--- src/rtl/riv_mem_arbiter.sv ---
// riv_mem_arbiter
// Single-port memory arbiter between the IF-stage fetch port and the
// MEM-stage load/store port. One transaction is outstanding at a time.
// Data requests normally win. A waiting fetch is guaranteed a grant after
// STARVE_MAX consecutive data grants. Fetch responses that a taken
// branch/jump has invalidated are discarded.
//
// Ports:
//   clk, rst_n                 clock, asynchronous active-low reset
//   i_if_req/i_if_addr         fetch request (held until o_if_gnt)
//   o_if_gnt                   fetch accepted this cycle
//   o_if_rvalid/o_if_rdata     fetch instruction word return
//   i_flush                    kill any granted, unreturned fetch
//   i_dm_req/_we/_be/_addr/_wdata  data request (held until o_dm_gnt)
//   o_dm_gnt                   data accepted this cycle
//   o_dm_rvalid/o_dm_rdata     load data / store acknowledge
//   o_mem_req/_we/_be/_addr/_wdata  registered memory request
//   i_mem_gnt                  memory accepted the request
//   i_mem_rvalid/i_mem_rdata   memory response, one per accepted request
module riv_mem_arbiter #(
  parameter int unsigned ADDR_W     = 64,
  parameter int unsigned STARVE_MAX = 4
) (
  input  logic              clk,
  input  logic              rst_n,
  input  logic              i_if_req,
  input  logic [ADDR_W-1:0] i_if_addr,
  output logic              o_if_gnt,
  output logic              o_if_rvalid,
  output logic [31:0]       o_if_rdata,
  input  logic              i_flush,
  input  logic              i_dm_req,
  input  logic              i_dm_we,
  input  logic [7:0]        i_dm_be,
  input  logic [ADDR_W-1:0] i_dm_addr,
  input  logic [63:0]       i_dm_wdata,
  output logic              o_dm_gnt,
  output logic              o_dm_rvalid,
  output logic [63:0]       o_dm_rdata,
  output logic              o_mem_req,
  output logic              o_mem_we,
  output logic [7:0]        o_mem_be,
  output logic [ADDR_W-1:0] o_mem_addr,
  output logic [63:0]       o_mem_wdata,
  input  logic              i_mem_gnt,
  input  logic              i_mem_rvalid,
  input  logic [63:0]       i_mem_rdata
);

  typedef enum logic [1:0] {
    S_IDLE,
    S_REQ,
    S_RSP
  } state_t;

  localparam logic [3:0] LP_STARVE_MAX = 4'(STARVE_MAX);

  state_t     r_state;
  state_t     w_state_nxt;
  logic [3:0] r_starve_cnt;
  logic       r_kill;
  logic       r_word_sel;
  logic       r_owner_if;

  logic       w_arb;
  logic       w_rsp;
  logic       w_if_win;
  logic       w_dm_win;

  // Arbitration happens in IDLE, or in RSP on the cycle the response lands,
  // so back-to-back transactions need no idle cycle in between.
  always_comb begin
    w_rsp    = (r_state == S_RSP) && i_mem_rvalid;
    w_arb    = (r_state == S_IDLE) || w_rsp;
    w_if_win = w_arb && i_if_req && (!i_dm_req || (r_starve_cnt == LP_STARVE_MAX));
    w_dm_win = w_arb && i_dm_req && !w_if_win;
  end

  always_comb begin
    w_state_nxt = r_state;
    unique case (r_state)
      S_IDLE:  if (w_if_win || w_dm_win) w_state_nxt = S_REQ;
      S_REQ:   if (i_mem_gnt) w_state_nxt = S_RSP;
      S_RSP:   if (i_mem_rvalid) w_state_nxt = (w_if_win || w_dm_win) ? S_REQ : S_IDLE;
      default: w_state_nxt = S_IDLE;
    endcase
  end

  // Grants are forced low while reset is held so every output reads 0.
  always_comb begin
    o_if_gnt    = rst_n && w_if_win;
    o_dm_gnt    = rst_n && w_dm_win;
    o_dm_rvalid = w_rsp && !r_owner_if;
    o_dm_rdata  = o_dm_rvalid ? i_mem_rdata : '0;
    // A flush coinciding with the response also drops it.
    o_if_rvalid = w_rsp && r_owner_if && !r_kill && !i_flush;
    o_if_rdata  = '0;
    if (o_if_rvalid) begin
      o_if_rdata = r_word_sel ? i_mem_rdata[63:32] : i_mem_rdata[31:0];
    end
  end

  always_ff @(posedge clk or negedge rst_n) begin
    if (!rst_n) begin
      r_state      <= S_IDLE;
      r_starve_cnt <= '0;
      r_kill       <= 1'b0;
      r_word_sel   <= 1'b0;
      r_owner_if   <= 1'b0;
      o_mem_req    <= 1'b0;
      o_mem_we     <= 1'b0;
      o_mem_be     <= '0;
      o_mem_addr   <= '0;
      o_mem_wdata  <= '0;
    end else begin
      r_state <= w_state_nxt;
      if (w_if_win) begin
        r_owner_if   <= 1'b1;
        // A flush on the grant cycle already invalidates this fetch.
        r_kill       <= i_flush;
        r_word_sel   <= i_if_addr[2];
        r_starve_cnt <= '0;
        o_mem_req    <= 1'b1;
        o_mem_we     <= 1'b0;
        o_mem_be     <= '1;
        o_mem_addr   <= i_if_addr;
        o_mem_wdata  <= '0;
      end else if (w_dm_win) begin
        r_owner_if  <= 1'b0;
        r_kill      <= 1'b0;
        if (!i_if_req) begin
          r_starve_cnt <= '0;
        end else if (r_starve_cnt < LP_STARVE_MAX) begin
          r_starve_cnt <= r_starve_cnt + 4'd1;
        end
        o_mem_req   <= 1'b1;
        o_mem_we    <= i_dm_we;
        o_mem_be    <= i_dm_be;
        o_mem_addr  <= i_dm_addr;
        o_mem_wdata <= i_dm_wdata;
      end else if (w_arb) begin
        r_kill    <= 1'b0;
        o_mem_req <= 1'b0;
      end else begin
        // Only REQ, or RSP still waiting for data, reach this branch.
        if ((r_state == S_REQ) && i_mem_gnt) begin
          o_mem_req <= 1'b0;
        end
        if (r_owner_if && i_flush) begin
          r_kill <= 1'b1;
        end
      end
    end
  end

endmodule

--- config.mk ---
export PLATFORM = sky130hd
export DESIGN_NAME = riv_mem_arbiter
export DESIGN_NICKNAME = d
export VERILOG_FILES = /design/src/rtl/riv_mem_arbiter.sv
export SDC_FILE = /design/constraint.sdc
export NUM_CORES = 1
export LEC_CHECK = 0
export BUFFER_PORTS_ARGS = -buffer_cell sky130_fd_sc_hd__buf_2
export CELL_PAD_IN_SITES_DETAIL_PLACEMENT = 1
export CELL_PAD_IN_SITES_GLOBAL_PLACEMENT = 2
export CORE_AREA = 3 3 195 197
export DETAILED_ROUTE_END_ITERATION = 10
export DIE_AREA = 0 0 198 200
export GPL_TIMING_DRIVEN = 1
export HOLD_SLACK_MARGIN = 0.05
export PLACE_DENSITY_LB_ADDON = 0.08
export SETUP_SLACK_MARGIN = 0.3
export SKIP_CTS_REPAIR_TIMING = 1
export SLEW_MARGIN = 0
export SYNTH_ARGS = -nofsm -noshare
export SYNTH_HDL_FRONTEND = slang
export SYNTH_SLANG_ARGS = --single-unit
--- constraint.sdc ---
create_clock -name clk -period 1.5 [get_ports clk]
set_input_delay 0.075 -clock clk [delete_from_list [all_inputs] [get_ports clk]]
set_output_delay 0.075 -clock clk [all_outputs]
set_load 0.02 [all_outputs]
==> reports/metrics.yaml, run 1 <==
synthAdderAreaFrac: 0.00365
gp_congestion: 0.765
setup_tns_ps: -83030
min_path_type: "in -> reg"
worstPathRequired_ps: 1420
synth_top_family_by_area: "compound AO/OA/AOI/OAI gates"
cts-buffers-inserted: 17
syn_nets: 922
cp_num_buf_inv: 2
routed_wl_um: 40700
drive_above_1_share: 0.600
ys_ff_latch: 147
viasPerCell: 4.44
status: "finished with violations"
detailed_place_hpwl_um: 26600
ys_warn_count: 0
syn_area_um2: 6860
skew_ps: 8.76
cp_slowest_stage_delay_ps: 550
p_leak_nw: 7.40
final_core_util: 0.433
clk_latency_ps: 440
post-route-min-period_ps: 2140
die_w_um: 198
synthMuxAreaShare: 0.0500
synth-xor-area-share: 0.00128
antenna_found_initial: 3
n_fill_cell: 3980
crit_slowest_cell: "or4b_4"
core_area_um2: 36400
clock_tree.buffer_depth: 2
finalWorstSetupSlack_ps: -642
finalSetupViolations: 239
fp-row-count: 70
die-area_um2: 39600
violations: "negative setup slack"
grt.overflow.total: 0
nets: 1707
p_per_area_nw_per_um2: 1570
maxCapViolations: 0
cp.arrival_ps: 2070
ys_types: 36
htree_levels: 4
grt_pass1_vias: 7563
ant_nets: 0
synth-compound-area-share: 0.215
crit_path_cell_trace: "nand3b_1 -> or4b_4 -> buf_12 -> nor2_2 -> buf_2"
cts_root_buffer: "clkbuf_16"
remaining_drc_errors: 0
syn_inst: 648
syn2layout_area_growth_pct: 130
crit_path_end_kind: "output pin"
cts.sinks: 147
critPathLaunchType: "register"
hold_viol: 0
wire_per_inst_um: 21.2
place_ws_ps: -300
io_buffer_count: 509
peakVddDrop_v: 0.000862
cts_tree: "yes"
critical_path_class: "reg -> out"
start_util: 0.188
max_slew_margin: 0.741
grt_usage: 0.163
drt-initial-drc-count: 205
max_freq_ghz: 0.467
path_clk_slew_ps: 70
path_max_fanout: 21
syn_avg_cell_area_um2: 10.6
grt_max_degree: 66
finalCritPeriodShare: 1.43
first_pass_iters: 4
worstMarginPinSlew_ps: 388
grt_pass1_wl_um: 48700
slew_viol_final: 0
rsz0062_at_grt: "true"
ys_seq_area_frac: 0.536
critical-path-top-delay-family: "simple AND/OR/NAND/NOR gates"
io_pins: 510
vias: 8495
synth_simple_gate_area_frac: 0.149
dieHeight_um: 200
-- where the power goes --
part / switching (mW) / internal, mW
combinational: 7.47 / 5.64
clock: 1.78 / 3.17
sequential: 0.948 / 5.72
-- per-stage QoR --
| stage | total power [mW] | hold WS (ps) | instances | cell area [um2] |
|---|---|---|---|---|
| 2_1_floorplan | 12.9 | -221 | 648 | 7340 |
| 3_3_place_gp | 17.7 | -45.3 | 1623 | 10700 |
| 3_5_place_dp | 17.8 | -46.1 | 1623 | 10700 |
| 4_1_cts | 22.9 | -529 | 1655 | 11400 |
| 5_1_grt | 26.2 | 95.1 | 1915 | 15800 |
| 6_report | 24.7 | 99.5 | 1915 | 15800 |
-- cell type report --
type,instances,area (um2),area share
Inverter,7,26.3,0.00166
Clock buffer,23,498,0.0315
Antenna cell,1,2.50,0.000158
Tap cell,468,586,0.0371
Clock inverter,9,173,0.0109
Sequential cell,147,3680,0.233
Timing Repair Buffer,824,6800,0.431
Multi-Input combinational cell,436,4030,0.255
-- kinds of logic after synthesis --
group / after synthesis
xor+xnor: 1
compound gates: 217
simple gates: 182
fa+ha+maj: 2
buf+inv: 65
mux: 34
flops: 147
-- registers in the layout, indices dropped and copies added, names as in the netlist --
signal,flops
o_mem_be,8
r_owner_if,1
r_starve_cnt,4
r_word_sel,1
o_mem_req,1
r_kill,1
o_mem_addr,64
o_mem_wdata,64
o_mem_we,1
r_state,2
-- worst paths after layout --
kind | from | endpoint | slack [ps] | depth (start not counted)
max in group asynchronous | rst_n | o_mem_addr[46]$_DFFE_PN0P_ | 690 | 4
worst max-delay path | r_state[0]$_DFFE_PN0P_ | o_if_rdata[31] | -640 | 5
worst max register to register | r_starve_cnt[1]$_DFFE_PN0P_ | o_mem_wdata[17]$_DFFE_PN0P_ | -310 | 9
worst min register to register | o_mem_be[1]$_DFFE_PN0P_ | o_mem_be[1]$_DFFE_PN0P_ | 490 | 1
min in group asynchronous | rst_n | o_mem_wdata[55]$_DFFE_PN0P_ | 210 | 3
worst min-delay path | i_if_addr[30] | o_mem_addr[30]$_DFFE_PN0P_ | 100 | 4
-- cell usage in the layout (no fill, tap or decap), types with 3 or more instances in the layout --
master / n
o22ai_2: 24
o22ai_4: 37
o22ai_1: 4
a21oi_2: 38
o22a_1: 8
buf_8: 8
nor2_2: 3
mux2i_1: 32
buf_12: 31
bufinv_16: 5
buf_2: 429
buf_4: 36
clkbuf_8: 5
a22o_1: 66
clkinv_2: 3
dfrtp_1: 146
nor2_4: 31
dlygate4sd3_1: 205
and2_4: 66
nor2_1: 67
nand2_1: 4
a21oi_1: 28
clkbuf_16: 36
buf_6: 94
inv_2: 5
-- metal layers --
layer / global-route usage / vias up / share of wire
met4: 0.0440 / 4 / 0.023
li1: - / 3911 / -
met3: 0.0586 / 61 / 0.053
met1: 0.181 / 4200 / 0.39
met2: 0.298 / 319 / 0.54
met5: 0 / - / 0.00057
-- Yosys cell counts --
library cell | n | area [um2]
a21oi_2 | 2 | 17.5
and3_1 | 1 | 6.26
mux2_1 | 1 | 11.3
buf_1 | 1 | 3.75
and2_1 | 67 | 419
buf_6 | 3 | 33.8
inv_2 | 3 | 11.3
a21o_1 | 1 | 7.51
inv_1 | 4 | 15.0
nand2_1 | 4 | 15.0
a211oi_2 | 1 | 12.5
a22o_1 | 66 | 578
buf_2 | 22 | 110
nor3_1 | 2 | 10.0
xor2_1 | 1 | 8.76
nor2_1 | 82 | 308
and4b_1 | 1 | 10.0
or4b_1 | 1 | 10.0
a221o_1 | 1 | 10.0
mux2_2 | 1 | 11.3
dfrtp_1 | 147 | 3680
o22a_1 | 8 | 70.1
nand2b_1 | 1 | 6.26
nor2_4 | 19 | 214
a21boi_0 | 1 | 7.51
mux2i_1 | 32 | 320
o21ai_1 | 4 | 20.0
nand3_1 | 2 | 10.0
a32o_1 | 1 | 10.0
buf_4 | 4 | 30.0
nand3b_1 | 2 | 15.0
o22ai_1 | 65 | 407
a21oi_1 | 66 | 330
clkbuf_1 | 28 | 105
o21ai_0 | 1 | 5.00
ha_1 | 2 | 25.0
-- worst reg2reg max path: stages (launching register included) --
cell       delay (ps)
dfrtp_1           390
inv_2              70
ha_4              120
and4b_2           290
nor3_4             70
buf_4             130
buf_6             110
buf_12            140
clkbuf_16         160
a22o_1            210
(Power assumes the default switching activity.)
==> inputs of run 2 (changes only) <==
- clock period: 1.5 -> 2.5 ns (I/O delays scaled with it)
==> run 2 against run 1 <==
Against the previous run:
- the run now ends clean
- die area is the same
- design area fell by 20%
- critical endpoint is now o_if_rdata[15]
- global-route usage about the same
- largest power group unchanged
- sequential power shrank 39%
- register-to-register slack improved by 810 ps
- clock skew increased by 1.6 ps
- largest cell class unchanged
- flip-flop and latch count did not move
- total power down 48%
- final cell count shrank 6.0%
- sequential share of layout area grew 5.7 points
- clock power shrank 47%
- clock-buffer cell count decreased by 6
==> reports/metrics.yaml, run 2 (synthesis gave the netlist of run 1 again) <==
critPathLaunchType: "register"
reg2reg_slack_ps: 500  # +810 ps
drt-initial-drc-count: 214  # +4.4%
io_pins: 510  # unchanged
finalWorstSetupSlack_ps: 224  # +866 ps
skew_ps: 10.4  # +1.61 ps
maxCapViolations: 0  # unchanged
wire_per_inst_um: 20.5  # -3.3%
cts_tree: "yes"
place_ws_ps: 455  # +755 ps
path_max_fanout: 9  # -57%
cp_slowest_stage_delay_ps: 620  # +70 ps
remaining_drc_errors: 0  # unchanged
antenna_found_initial: 1  # -2
p_per_area_nw_per_um2: 1020  # -35%
rr_endpoint: "o_mem_addr[25]$_DFFE_PN0P_"
drive_above_1_share: 0.458  # -0.141
die_w_um: 198  # unchanged
rr_worst_depth: 7  # -2
post-route-cell-area_um2: 12700  # -20%
nets: 1592  # -6.7%
fin_total_pwr_mw: 12.9  # -48%
finalCritPeriodShare: 0.910
core_area_um2: 36400  # unchanged
n_fill_cell: 4257  # +7.0%
path_clk_slew_ps: 60  # about the same
slew_viol_final: 0  # unchanged
detailed_place_hpwl_um: 26300  # -1.0%
viasPerCell: 4.34  # -2.3%
io_buffer_count: 509  # unchanged
stdcell_count: 1800  # -6.0%
hold_end: "o_mem_addr[56]$_DFFE_PN0P_"
grt_pass1_wl_um: 48200  # -1.0%
crit_slowest_cell: "or4b_4"
holdWs_ps: 29.3  # -70.3 ps
routed_wl_um: 37000  # -9.1%
crit_path_end_kind: "output pin"
multi_input_area_um2: 2990  # -26%
start_util: 0.188  # unchanged
worstMarginPinSlew_ps: 997  # +609 ps
clk_latency_ps: 430  # about the same
cp.arrival_ps: 2150  # +80 ps
crit_path_cell_trace: "nand3b_1 -> or4b_4 -> buf_12 -> nor2_1 -> buf_4"
worstPathRequired_ps: 2380  # +960 ps
final_core_util: 0.348  # -0.0855
ant_nets: 0  # unchanged
htree_levels: 4  # unchanged
first_pass_iters: 4  # unchanged
dp.cells: 1583  # -2.5%
hold_depth: 3  # -1
post-route-min-period_ps: 2280
setup_tns_ps: 0  # +83030 ps
top_regs: "o_mem_addr x64, o_mem_wdata x64, o_mem_be x8"
critical_path_class: "reg -> out"
grt_max_degree: 80  # +21%
hp-start: "i_dm_addr[56]"
status: "complete, no violations"
max_freq_ghz: 0.439
cts_root_buffer: "clkbuf_16"
min_path_type: "in -> reg"
rsz0062_at_grt: "true"
grt_pass1_vias: 7407  # -2.1%
fp-row-count: 70  # unchanged
max_slew_margin: 0.333  # -0.408
cts.sinks: 147  # unchanged
dpl_cell_area_um2: 9970  # -7.3%
syn2layout_area_growth_pct: 84.7
r2r-start: "r_starve_cnt[0]$_DFFE_PN0P_"
clock_tree.buffer_depth: 2  # unchanged
layout_commonest_cell: "buf_2"
dieHeight_um: 200  # unchanged
hold_viol: 0  # unchanged
peakVddDrop_v: 0.000479  # -44%
area.sequential_um2: 3680  # about the same
gp_congestion: 0.737  # -3.6%
vias: 7805  # -8.1%
cts-buffers-inserted: 17  # unchanged
finalSetupViolations: 0  # -100%
grt.overflow.total: 0  # unchanged
final_cell_mix: "buf_2 (474), dlygate4sd3_1 (172), dfrtp_1 (146)"
p_leak_nw: 6.27  # -15%
grt_usage: 0.163  # -0.000392
die-area_um2: 39600  # unchanged
run 2: cell types whose count changed in the layout (fill, tap and decap cells not counted), moves of 38 or more:
cell / change
buf_6: -68
and2_1: +66
and2_4: -66
o22ai_1: +61
buf_2: +45
a21oi_1: +38
a21oi_2: -38
run 2: critical path: cells and delay by family, from the launching register on:
kind / cells / cell delay, ps
buf+inv: 2 / 340
flops: 1 / 370
simple gates: 3 / 1000
run 2: worst max path at each step:
stage	from	endpoint	cells after the start	slack [ps]
2_1_floorplan	r_state[0]$_DFFE_PN0P_	o_if_rdata[12]	5	730
3_3_place_gp	r_word_sel$_DFFE_PN0P_	o_if_rdata[11]	3	420
3_5_place_dp	r_word_sel$_DFFE_PN0P_	o_if_rdata[11]	3	450
4_1_cts	r_word_sel$_DFFE_PN0P_	o_if_rdata[11]	3	-40
5_1_grt	r_state[0]$_DFFE_PN0P_	o_if_rdata[16]	5	140
6_report	r_state[0]$_DFFE_PN0P_	o_if_rdata[15]	5	220
run 2: area by class of cell:
cell class / instances / share of cell area
Timing Repair Buffer: 707 / 0.378
Sequential cell: 147 / 0.291
Multi-Input combinational cell: 438 / 0.236
Tap cell: 468 / 0.0462
Clock buffer: 17 / 0.0336
Clock inverter: 15 / 0.0126
Inverter: 7 / 0.00227
Antenna cell: 1 / 0.000197
run 2: routing by layer:
metal | track usage | routed length [um] | vias up
li1 | - | - | 3669
met1 | 0.171 | 13400 | 3799
met2 | 0.314 | 20600 | 296
met3 | 0.0487 | 2150 | 41
met4 | 0.0453 | 818 | 0
met5 | 0 | 0 | -
run 2: power by group:
group          switching (mW)  internal (mW)  leakage, nW
clock network            1.18           1.42        0.284
registers               0.639           3.43         1.73
logic                    3.92           2.32         4.25
==> inputs of run 3 (changes only) <==
- TNS_END_PERCENT: default -> 1
- clock period: 2.5 -> 1.97 ns (I/O delays scaled with it)
==> run 3 against run 2 <==
Against the previous run:
- the run now ends with negative setup slack left
- via count is 2.3% higher
- combinational power is 33% higher
- core utilization rose by 2.4 points
- sequential power is 26% higher
- first-iteration DRC count grew 4.2%
- clock-buffer cell count is 3 higher
- total power rose by 31%
- design area is 6.8% higher
- sequential share of layout area shrank 1.9 points
- die area did not move
- register-to-register slack worse by 360 ps
- critical path type unchanged
- highest routed layer unchanged
==> reports/metrics.yaml, run 3 (synthesis gave the netlist of run 1 again) <==
status: "finished with violations"
violations: "negative setup slack"
slew_viol_final: 0  # unchanged
cts_root_buffer: "clkbuf_16"
stdcell_count: 1839  # +2.2%
clock_tree.buffer_depth: 2  # unchanged
drive_above_1_share: 0.462  # +0.00335
skew_ps: 12.1  # +1.74 ps
layout_commonest_cell: "buf_2"
crit_slowest_cell: "or4b_4"
cp_slowest_stage_delay_ps: 670  # +50 ps
dpl_cell_area_um2: 10200  # +2.5%
critical-path-top-delay-family: "simple AND/OR/NAND/NOR gates"
first_pass_iters: 4  # unchanged
hold_viol: 0  # unchanged
p_per_area_nw_per_um2: 1250  # +22%
nets: 1632  # +2.5%
htree_levels: 4  # unchanged
cts-buffers-inserted: 17  # unchanged
min_path_type: "in -> reg"
post-route-cell-area_um2: 13500  # +6.8%
rsz0062_at_grt: "true"
p_leak_nw: 6.53  # +4.2%
wire_per_inst_um: 19.8  # -3.4%
clk_latency_ps: 430  # about the same
max_slew_margin: 0.662  # +0.329
final_cell_mix: "buf_2 (414), dlygate4sd3_1 (200), dfrtp_1 (146)"
cts_tree: "yes"
top_regs: "o_mem_addr x64, o_mem_wdata x64, o_mem_be x8"
critPathLaunchType: "register"
grt_pass1_vias: 7468  # +0.82%
gp_congestion: 0.754  # +2.3%
io_pins: 510  # unchanged
grt_usage: 0.162  # -0.00103
critical_path_class: "reg -> out"
detailed_place_hpwl_um: 26600  # +0.93%
worstPathRequired_ps: 1870  # -510 ps
finalCritPeriodShare: 1.14
remaining_drc_errors: 0  # unchanged
maxCapViolations: 0  # unchanged
dieHeight_um: 200  # unchanged
fp-row-count: 70  # unchanged
worstMarginPinSlew_ps: 506  # -492 ps
path_max_fanout: 8  # -1
routed_wl_um: 36500  # -1.3%
start_util: 0.188  # unchanged
vias: 7984  # +2.3%
core_area_um2: 36400  # unchanged
grt.overflow.total: 0  # unchanged
cp_num_buf_inv: 2  # unchanged
ant_nets: 0  # unchanged
crit_path_end_kind: "output pin"
finalSetupViolations: 94  # +94
fin_total_pwr_mw: 16.9  # +31%
cp.arrival_ps: 2150  # about the same
finalWorstSetupSlack_ps: -274  # -498 ps
antenna_found_initial: 0  # -1
syn2layout_area_growth_pct: 97.2
grt_max_degree: 63  # -21%
dp.cells: 1600  # +1.1%
peakVddDrop_v: 0.000612  # +28%
grt_pass1_wl_um: 48100  # -0.14%
crit_path_cell_trace: "nand3b_1 -> or4b_4 -> buf_12 -> nor2_2 -> buf_6"
io_buffer_count: 509  # unchanged
cts.sinks: 147  # unchanged
final_core_util: 0.372  # +0.0237
die-area_um2: 39600  # unchanged
path_clk_slew_ps: 60  # about the same
drt-initial-drc-count: 223  # +4.2%
max_freq_ghz: 0.446
viasPerCell: 4.34  # +0.12%
holdWs_ps: 3.07  # -26.2 ps
die_w_um: 198  # unchanged
post-route-min-period_ps: 2240
[run 3: path summary, 6_finish.rpt]
kind / slack (ps) / start / to / depth (start not counted)
max: -270 / r_state[0]$_DFFE_PN0P_ / o_if_rdata[15] / 5
min: 3 / i_if_addr[56] / o_mem_addr[56]$_DFFE_PN0P_ / 3
max reg2reg: 140 / r_starve_cnt[1]$_DFFE_PN0P_ / o_mem_addr[26]$_DFFE_PN0P_ / 8
min reg2reg: 480 / o_mem_be[3]$_DFFE_PN0P_ / o_mem_be[3]$_DFFE_PN0P_ / 1
max in group asynchronous: 1110 / rst_n / o_mem_wdata[25]$_DFFE_PN0P_ / 3
min in group asynchronous: 110 / rst_n / o_mem_wdata[20]$_DFFE_PN0P_ / 2
[run 3: stage by stage]
step | TNS [ps] | setup WS [ps]
global route | -26770 | -378
floorplan | 0 | 222
CTS | -12990 | -343
global placement | 0 | 16.2
finish | -14840 | -274
detailed placement | 0 | 3.94
[run 3: worst reg2reg max path, cell delays in order (launching register included)]
cell     delay, ps
dfrtp_1        390
inv_1           70
ha_2           170
and4b_2        300
a21oi_4         60
buf_4          170
buf_12         160
o22ai_1        270
a21oi_1        100
[run 3: where the power goes]
part           internal, mW  leakage [nW]  switching (mW)
Clock                  2.13         0.292            1.31
Combinational          3.28          4.51            5.03
Sequential             4.35          1.73           0.760
[run 3: area by class of cell]
class                   count  area, um2
clock inverters            10        159
inverters                   7       26.3
repair buffers            749       5590
fillers                  4172      22900
diodes                      2       5.00
multi-input cells         436       3050
flip-flops and latches    147       3680
well taps                 468        586
clock buffers              20        447
[run 3: routing by layer]
metal  vias up  global-route usage  wire length, um
li1       3746                   -                -
met1      3919               0.171            13200
met2       283               0.317            20700
met3        36              0.0450             2030
met4         0              0.0398              511
met5         -                   0                0
